==> config.mk <==
export PLATFORM = sky130hd
export DESIGN_NAME = pipe_ctrl
export DESIGN_NICKNAME = d
export VERILOG_FILES = /design/src/rtl/pipe_pkg.sv /design/src/rtl/hazard_fwd_unit.sv /design/src/rtl/pipe_ctrl.sv
export SDC_FILE = /design/constraint.sdc
export NUM_CORES = 1
export LEC_CHECK = 0
export ABC_CLOCK_PERIOD_IN_PS = 3050
export CAP_MARGIN = 20
export CORE_MARGIN = 5
export CORE_UTILIZATION = 32
export DETAILED_ROUTE_END_ITERATION = 7
export PLACE_DENSITY = 0.87
export SLEW_MARGIN = 20
export SYNTH_ARGS = -nofsm -noshare
export SYNTH_HDL_FRONTEND = slang
export SYNTH_HIERARCHICAL = 1
export SYNTH_SLANG_ARGS = --single-unit
==> constraint.sdc <==
create_clock -name clk -period 3.05 [get_ports clk]
set_clock_uncertainty 0.1 [all_clocks]
set_input_delay 0.305 -clock clk [delete_from_list [all_inputs] [get_ports clk]]
set_output_delay 0.305 -clock clk [all_outputs]
set_load 0.02 [all_outputs]
==> src/rtl/pipe_pkg.sv <==
// rtl/pipe_pkg.sv - shared types and encodings for the pipeline hazard controller
package pipe_pkg;

    typedef enum logic [1:0] {
        BOOT     = 2'd0,
        RUN      = 2'd1,
        MEM_WAIT = 2'd2
    } pipe_state_e;

    localparam logic [1:0] FWD_NONE        = 2'b00;
    localparam logic [1:0] FWD_WB          = 2'b01;
    localparam logic [1:0] FWD_MEM         = 2'b10;
    localparam logic [1:0] RESULT_SRC_LOAD = 2'b01;

endpackage

==> src/rtl/hazard_fwd_unit.sv <==
// rtl/hazard_fwd_unit.sv - EX operand forwarding select for one source register
module hazard_fwd_unit
    import pipe_pkg::*;
(
    input  logic [4:0] rs,
    input  logic [4:0] rd_m,
    input  logic       reg_write_m,
    input  logic [4:0] rd_w,
    input  logic       reg_write_w,
    output logic [1:0] fwd
);

    // MEM holds the younger result, so it wins over WB; x0 is never a source.
    always_comb begin
        fwd = FWD_NONE;
        if (reg_write_m && (rd_m != 5'd0) && (rd_m == rs)) begin
            fwd = FWD_MEM;
        end else if (reg_write_w && (rd_w != 5'd0) && (rd_w == rs)) begin
            fwd = FWD_WB;
        end
    end

endmodule

==> src/rtl/pipe_ctrl.sv <==
// rtl/pipe_ctrl.sv - stall/flush/forward controller; PIPE_CTRL_PERF_EN adds perf counters
module pipe_ctrl
    import pipe_pkg::*;
#(
    parameter int CNT_W = 32
) (
    input  logic             clk,
    input  logic             rst_n,
    input  logic [4:0]       Rs1D,
    input  logic [4:0]       Rs2D,
    input  logic [4:0]       Rs1E,
    input  logic [4:0]       Rs2E,
    input  logic [4:0]       RdE,
    input  logic [1:0]       ResultSrcE,
    input  logic             PCSrcE,
    input  logic [4:0]       RdM,
    input  logic             RegWriteM,
    input  logic             MemAccessM,
    input  logic [4:0]       RdW,
    input  logic             RegWriteW,
    input  logic             dmem_ready,
    output logic             dmem_req,
    output logic             StallF,
    output logic             StallD,
    output logic             StallE,
    output logic             StallM,
    output logic             FlushD,
    output logic             FlushE,
    output logic             FlushW,
    output logic [1:0]       ForwardAE,
    output logic [1:0]       ForwardBE
`ifdef PIPE_CTRL_PERF_EN
    ,
    output logic [CNT_W-1:0] stall_cycles,
    output logic [CNT_W-1:0] flush_events,
    output logic [CNT_W-1:0] mem_wait_cycles
`endif
);

    pipe_state_e state, state_nxt;
    logic        running;
    logic        mem_stall;
    logic        lw_stall;
    logic [1:0]  fwd_a, fwd_b;

    hazard_fwd_unit u_fwd_a (
        .rs          (Rs1E),
        .rd_m        (RdM),
        .reg_write_m (RegWriteM),
        .rd_w        (RdW),
        .reg_write_w (RegWriteW),
        .fwd         (fwd_a)
    );

    hazard_fwd_unit u_fwd_b (
        .rs          (Rs2E),
        .rd_m        (RdM),
        .reg_write_m (RegWriteM),
        .rd_w        (RdW),
        .reg_write_w (RegWriteW),
        .fwd         (fwd_b)
    );

    always_ff @(posedge clk) begin
        if (!rst_n) begin
            state <= BOOT;
        end else begin
            state <= state_nxt;
        end
    end

    always_comb begin
        running   = rst_n && (state != BOOT);
        mem_stall = running && MemAccessM && !dmem_ready;
        lw_stall  = (ResultSrcE == RESULT_SRC_LOAD) && (RdE != 5'd0) &&
                    ((RdE == Rs1D) || (RdE == Rs2D));

        state_nxt = state;
        case (state)
            BOOT:     state_nxt = RUN;
            RUN:      if (MemAccessM && !dmem_ready) state_nxt = MEM_WAIT;
            // Dropping MemAccessM while waiting is illegal; recover to RUN.
            MEM_WAIT: if (dmem_ready || !MemAccessM) state_nxt = RUN;
            default:  state_nxt = RUN;
        endcase

        dmem_req  = 1'b0;
        StallF    = 1'b0;
        StallD    = 1'b0;
        StallE    = 1'b0;
        StallM    = 1'b0;
        FlushD    = 1'b1;
        FlushE    = 1'b1;
        FlushW    = 1'b1;
        ForwardAE = FWD_NONE;
        ForwardBE = FWD_NONE;

        if (running) begin
            dmem_req  = MemAccessM;
            ForwardAE = fwd_a;
            ForwardBE = fwd_b;
            if (mem_stall) begin
                // Freeze everything; redirects and bubbles wait for release.
                StallF = 1'b1;
                StallD = 1'b1;
                StallE = 1'b1;
                StallM = 1'b1;
                FlushD = 1'b0;
                FlushE = 1'b0;
                FlushW = 1'b1;
            end else begin
                StallF = lw_stall;
                StallD = lw_stall;
                FlushD = PCSrcE;
                FlushE = lw_stall | PCSrcE;
                FlushW = 1'b0;
            end
        end
    end

`ifdef PIPE_CTRL_PERF_EN
    always_ff @(posedge clk) begin
        if (!rst_n) begin
            stall_cycles    <= '0;
            flush_events    <= '0;
            mem_wait_cycles <= '0;
        end else begin
            if (StallF | StallM)               stall_cycles    <= stall_cycles + CNT_W'(1);
            if (running && PCSrcE && !mem_stall) flush_events  <= flush_events + CNT_W'(1);
            if (mem_stall)                     mem_wait_cycles <= mem_wait_cycles + CNT_W'(1);
        end
    end
`else
    if (CNT_W < 1) begin : g_cnt_w_unused
    end
`endif

endmodule

Word level (Yosys, flattened, before mapping)
Cells that the tools add are included.
Widths: inputs -> output; s select.

storage, ports and cells
  bits in registers = 2
  output and inout bits = 12
  word-level logic and storage cells = 53

operators by class
  eq/ne operators = 11
  mux-type cells = 19
  bitwise logic cells = 1
  reduce and logical (&&, ||, !) cells = 21

operators by type and width
  kind                count
  $eq 5x5->1          6
  $reduce_bool 5->1   3
  $logic_and 1x1->1   12
  $mux 1              12
  $mux 2              6
  $eq 2x1->1 const B  2
  $ne 2x2->1 const B  2
  $pmux 2 s2          1
  $eq 2x2->1 const B  1
  $logic_not 1->1     2
  $logic_or 1x1->1    2
  $reduce_and 2->1    1
  $reduce_bool 2->1   1
  $or 1x1->1          1

Logic depth before layout (Yosys ltp)
Gate-level depths: netlist of run 1.

  depth in word-level cells = 6
  depth in mapped cells = 5

Modules after synthesis
The synthesis of run 1 kept the hierarchy.

by module, submodules not included
  module           times used  cells an instance  area each (um^2)  sequential area each (um^2)
  hazard_fwd_unit  2           20                 151.4             0.0
  pipe_ctrl        1           42                 299.0             40.0

Worst setup path before layout of run 1
No wires, ideal clock.

  kind = input port to output port
  start = in RdE[2]
  end = out StallF
  arrival time = 1.334 ns
  data required time = 2.645 ns
  slack = 1.311 ns
  stages on the path = 5
  path buffers = 1
  path through = xor2_1 > nor3_1 > a22oi_1 > o21ai_1 > buf_4

on the way
  longest elaborated chain between the ends = 5

RTL lines
  what                                                   line                              source
  from (decl)                                            pipe_ctrl.sv:13                   input logic [4:0] RdE,
  $eq 5x5->1 or $reduce_bool 5->1 (tied branches)        pipe_ctrl.sv:76, pipe_ctrl.sv:75
  $logic_or 1x1->1 or $logic_and 1x1->1 (tied branches)  pipe_ctrl.sv:76, pipe_ctrl.sv:75
  $logic_and 1x1->1 *                                    pipe_ctrl.sv:75                   lw_stall = (ResultSrcE == RESULT_SRC_LOAD) && (RdE != 5'd0) &&
  $mux 1 * (2 in a row)                                  n/a
  to (decl)                                              pipe_ctrl.sv:23                   output logic StallF,

Every way passes the cells marked *; elsewhere a longest branch is shown, timed or not.

Worst setup path in the final report of run 1
  start = in RdM[0]
  end = out ForwardAE[0]

on the way
  longest elaborated chain between the ends = 5

RTL lines
  what                 line                   source
  from (decl)          pipe_ctrl.sv:16        input logic [4:0] RdM,
  $reduce_bool 5->1    hazard_fwd_unit.sv:16  if (reg_write_m && (rd_m != 5'd0) && (rd_m == rs)) begin
  $logic_and 1x1->1    hazard_fwd_unit.sv:16
  $logic_and 1x1->1 *  hazard_fwd_unit.sv:16
  $mux 2 *             hazard_fwd_unit.sv:16
  named net fwd_a[0]   pipe_ctrl.sv:44        logic [1:0] fwd_a, fwd_b;
  $mux 2 *             pipe_ctrl.sv:98        if (running) begin
  to (decl)            pipe_ctrl.sv:30        output logic [1:0] ForwardAE,

The timed path passes the listed nets; every way through them passes the cells marked *.

==> impl_metrics.json, run 1 <==
{
  "status": "complete, no violations",
  "grt_max_degree": 10,
  "synth_cell_type_count": 23,
  "hp-class": "reg -> reg",
  "largest_reg_flops": 2,
  "final_max_slew_viol_count": 0,
  "clk_latency_ps": 220,
  "arrival_ps": 2300,
  "synthesis.nets": 126,
  "ctsHtreeMaxLevel": 1,
  "final_cell_mix": "clkdlybuf4s50_1 (55), xor2_1 (16), xnor2_1 (11)",
  "dieHeight_um": 53.4,
  "power.density_mw_per_mm2": 194,
  "tns_ps": 0,
  "drt_first_pass_iters": 4,
  "p_sw_w": 0.0000740,
  "p_leak_nw": 0.428,
  "ys_ff_latch": 2,
  "drc": 0,
  "hpwlAfterDp_um": 1870,
  "gr-total-overflow": 0,
  "drv_cap": 0,
  "clockBufferDepth": 2,
  "finalSetupViolCount": 0,
  "crit_type": "in -> out",
  "clock_power_share_pct": 25.5,
  "synth_warnings": 6,
  "relSlewSlack_pct": 77.0,
  "drive_above_1_share_pct": 7.25,
  "place_inst": 160,
  "regMostFlops": "state",
  "synth.avg_cell_area_um2": 7.34,
  "internal-power_w": 0.000157,
  "antenna_left": 0,
  "post_drt_wl_per_cell_um": 12.8,
  "finalCritPeriodShare_pct": 88.6,
  "routed_wl_um": 2080,
  "crit_path_max_fanout": 4,
  "cts_resized": 0,
  "antenna_found_initial": 0,
  "worst_slew_pin_slew_ps": 342,
  "initial_core_util_pct": 34.1,
  "grt_pass1_wl_um": 3330,
  "die_w_um": 53.4,
  "largest_registers": "state x2",
  "fin_crit_ps": 2700,
  "rows": 15,
  "synth_area_um2": 602,
  "clkSinkCount": 2,
  "cp.required_ps": 2640,
  "fmax_mhz": 370,
  "clkTransAtPathRegs_ps": 30,
  "cts_tree": "yes",
  "place_congestion": 0.789,
  "combPwrFrac_pct": 61.9,
  "die-area_mm2": 0.00285,
  "cts_hold_buf": 0,
  "area_delta_synth_final_pct": 97.9,
  "hold_violations": 0,
  "ioPinCount": 56,
  "core-area_mm2": 0.00176,
  "fin_nets": 184,
  "ys_seq_area_share_pct": 6.65,
  "numCtsBuffers": 3,
  "final_common_cell": "clkdlybuf4s50_1",
  "crit_path_end_kind": "output port",
  "drt_iter0_markers": 2,
  "port_buffers": 55,
  "max-vdd-ir-drop_mv": 0.0932,
  "track_usage_pct": 15.8,
  "fin_cells": 163,
  "grt_pass1_vias": 880,
  "via_per_inst": 4.75,
  "vias": 775,
  "cts_setup_buffers": 0,
  "rsz0062_at_grt": "no",
  "cts-root-buf": "clkbuf_4",
  "synthCells": 82,
  "switching_share_pct": 32.1,
  "num_antenna_cells": 0,
  "startpoint_type": "primary input",
  "p_seq_share_pct": 12.5
}
## synth_stat cells, drive strengths merged
| master | instances | area share [%] |
|---|---|---|
| nor2 | 5 | 3.1 |
| nor2b | 1 | 1.0 |
| nor3 | 9 | 9.1 |
| a22oi | 1 | 1.2 |
| a211oi | 2 | 4.2 |
| o41ai | 2 | 5.4 |
| nand2b | 1 | 1.0 |
| nand2 | 8 | 5.0 |
| inv | 1 | 0.62 |
| o21bai | 1 | 1.2 |
| nand3b | 1 | 1.2 |
| a21oi | 3 | 2.5 |
| o21a | 2 | 2.7 |
| nor4 | 2 | 2.1 |
| dfxtp | 2 | 6.7 |
| xor2 | 16 | 23 |
| nand3 | 6 | 5.0 |
| and2 | 5 | 5.2 |
| o21ai | 1 | 0.83 |
| xnor2 | 11 | 16 |
| buf | 2 | 2.5 |
## worst max-delay path, cell delays in order
cell             delay [ps]
clkdlybuf4s50_1         520
o41ai_2                 430
a211oi_2                130
nor3_2                  170
and2_1                  140
clkdlybuf4s50_1         600
## power by group through the flow
stage | combinational (W) | clock [W] | sequential (W)
after global routing | 0.000154 | 0.0000613 | 0.0000290
after global placement | 0.000140 | 0 | 0.0000291
after detailed placement | 0.000143 | 0 | 0.0000293
final | 0.000143 | 0.0000589 | 0.0000289
after floorplan | 0.0000560 | 0 | 0.0000291
after CTS | 0.000144 | 0.0000604 | 0.0000289
## logic make-up (layout without fill, tap and decap cells)
family | Yosys count | in the layout | synth area share, %
simple gates | 38 | 38 | 32.8
buf+inv | 3 | 59 | 3.12
compound gates | 12 | 12 | 18.1
xor+xnor | 27 | 27 | 39.3
flops | 2 | 2 | 6.65
## layer usage
layer | wire [um] | part of all wire [%] | up-vias | GRT usage, %
met3 | 235 | 11 | 2 | 3.94
met4 | 16 | 0.77 | 0 | 7.23
met1 | 675 | 32 | 337 | 13.4
li1 | - | - | 398 | -
met5 | 0 | 0 | - | 0
met2 | 1150 | 55 | 38 | 32.9
## path summary, 6_finish.rpt
kind	cells after the start	slack (ps)	end	start
max	6	350	ForwardAE[0]	RdM[0]
min	1	380	state[1]	state[1]
max reg2reg	3	1990	state[1]	state[1]
min reg2reg	1	380	state[1]	state[1]
## area by class of cell
type                    instances  area, um^2
fillers                       166         573
repair buffers                 55         551
multi-input cells              77         543
flip-flops and latches          2        40.0
well taps                      25        31.3
clock buffers                   3        22.5
inverters                       1        3.75
## through the flow
stage | utilization, % | power (W) | instance area (um^2) | hold WS, ps | setup WS [ps]
2_1_floorplan | - | 0.0000851 | 602 | 322 | 1310
3_3_place_gp | 66.2 | 0.000169 | 1170 | 359 | 384
3_5_place_dp | 66.2 | 0.000173 | 1170 | 365 | 348
4_1_cts | 67.5 | 0.000233 | 1190 | 372 | 346
5_1_grt | 67.5 | 0.000245 | 1190 | 393 | 225
6_report | 67.5 | 0.000231 | 1190 | 376 | 349
(Power assumes the default switching activity.)
==> run 2, diff against run 1 <==
CTS_CLUSTER_DIAMETER = 80   (was default)
==> results of run 2 <==
No change in the layout: final DEF, timing and power equal those of run 1.
==> run 3, diff against run 2 <==
CORE_AREA = 5 5 42 44   (was default)
CORE_MARGIN = default   (was 5)
CORE_UTILIZATION = default   (was 32)
DIE_AREA = 0 0 47 49   (was default)
DONT_BUFFER_PORTS = 1   (was default)
PLACE_DENSITY = 0.63   (was 0.87)
==> run 3 against run 2 <==
Combinational power decreased by 58%. Wire length decreased by 25%. First-iteration DRC count increased to 6.0 times the previous value. Global-route usage decreased by 2.5 points. Via count decreased by 28%. Sequential power about the same. Non-clock buffer count decreased by 55. Sequential share of layout area increased by 3.0 points. Largest cell class is now multi-input gates.
==> impl_metrics.json, run 3 (same netlist as run 1, synthesis figures left out) <==
{
  "max-vdd-ir-drop_mv": 0.102,
  "core-area_mm2": 0.00140,
  "numCtsBuffers": 3,
  "crit_type": "reg -> out",
  "dieHeight_um": 49,
  "tns_ps": 0,
  "largest_reg_flops": 2,
  "m1WireLength_um": 513,
  "clkTransAtPathRegs_ps": 30,
  "area_delta_synth_final_pct": 4.57,
  "drive_above_1_share_pct": 12.0,
  "status": "complete, no violations",
  "clkSinkCount": 2,
  "gr-total-overflow": 0,
  "clk_latency_ps": 220,
  "die-area_mm2": 0.00230,
  "worst_slew_pin_slew_ps": 779,
  "routed-wl-met3_um": 321,
  "fin_nets": 129,
  "ioPinCount": 56,
  "finalCritPeriodShare_pct": 62.0,
  "vias": 560,
  "cp.required_ps": 2640,
  "ctsHtreeMaxLevel": 1,
  "fin_crit_ps": 1890,
  "drt_iter0_markers": 12,
  "via_per_inst": 5.66,
  "drc": 0,
  "antenna_found_initial": 0,
  "initial_core_util_pct": 42.9,
  "cts_tree": "yes",
  "antenna_left": 0,
  "hp-class": "in -> reg",
  "fmax_mhz": 529,
  "cts_setup_buffers": 0,
  "crit_path_end_kind": "output port",
  "track_usage_pct": 13.3,
  "regMostFlops": "state",
  "startpoint_type": "register",
  "cts-root-buf": "clkbuf_4",
  "route.met2.wl_um": 713,
  "finalSetupViolCount": 0,
  "die_w_um": 47,
  "grt_pass1_wl_um": 2310,
  "rows": 14,
  "final_common_cell": "xor2_1",
  "grt_pass1_vias": 589,
  "routed_wl_um": 1560,
  "final_max_slew_viol_count": 0,
  "port_buffers": 0,
  "cts_resized": 0,
  "drt_first_pass_iters": 4,
  "relSlewSlack_pct": 47.7,
  "drv_cap": 0,
  "power.density_mw_per_mm2": 231,
  "grt_max_degree": 10,
  "final_cell_mix": "xor2_1 (16), xnor2_1 (11), nand2_1 (8)",
  "crit_path_max_fanout": 9,
  "rsz0062_at_grt": "no",
  "clockBufferDepth": 2,
  "place_congestion": 0.769,
  "num_antenna_cells": 0,
  "largest_registers": "state x2",
  "p_leak_nw": 0.216,
  "hold_violations": 0,
  "top_layer": "met4",
  "fin_cells": 99,
  "nFillCells": 152,
  "arrival_ps": 1490,
  "hpwlAfterDp_um": 1410,
  "cts_hold_buf": 0,
  "post_drt_wl_per_cell_um": 15.8,
  "place_inst": 96
}
-- run 3: cell types whose count changed in the layout (fill, tap and decap cells not counted), sizes merged --
cell           change
clkdlybuf4s50     -55
-- run 3: layout make-up --
cell class              count  area (um^2)  area share, %
multi-input cells          77          543           86.3
clock buffers               3         22.5           3.58
inverters                   1         3.75          0.596
flip-flops and latches      2         40.0           6.36
well taps                  16         20.0           3.18
-- run 3: per-layer routing --
metal	GRT usage, %	vias to the layer above
li1	-	288
met1	13.5	222
met2	20.8	48
met3	7.75	2
met4	6.91	0
met5	0	-
-- run 3: worst paths after layout --
path                            slack, ps  startpoint       end  cells after the start
worst max-delay path                 1160    state[1]    StallF                      3
worst min-delay path                  110       rst_n  state[0]                      1
worst max register to register       2010    state[1]  state[1]                      3
worst min register to register        370    state[1]  state[1]                      1
-- run 3: critical path: stages, from the launching register on --
cell     delay [ps]
dfxtp_1         350
o21a_2          220
nand3_1          80
o21ai_1         620
-- run 3: stage by stage --
stage	hold WS (ps)	util (%)	worst slack [ps]	instance area [um^2]	power [W]
2_1_floorplan	322	-	1310	602	0.0000851
3_3_place_gp	333	43.3	1240	607	0.0000887
3_5_place_dp	334	43.3	1210	607	0.0000899
4_1_cts	107	44.9	1130	629	0.000149
5_1_grt	116	44.9	1050	629	0.000162
6_report	113	44.9	1160	629	0.000146
-- run 3: power breakdown --
group	switching, W	internal (W)
registers	0.00000118	0.0000278
clock network	0.0000130	0.0000432
logic	0.0000294	0.0000310
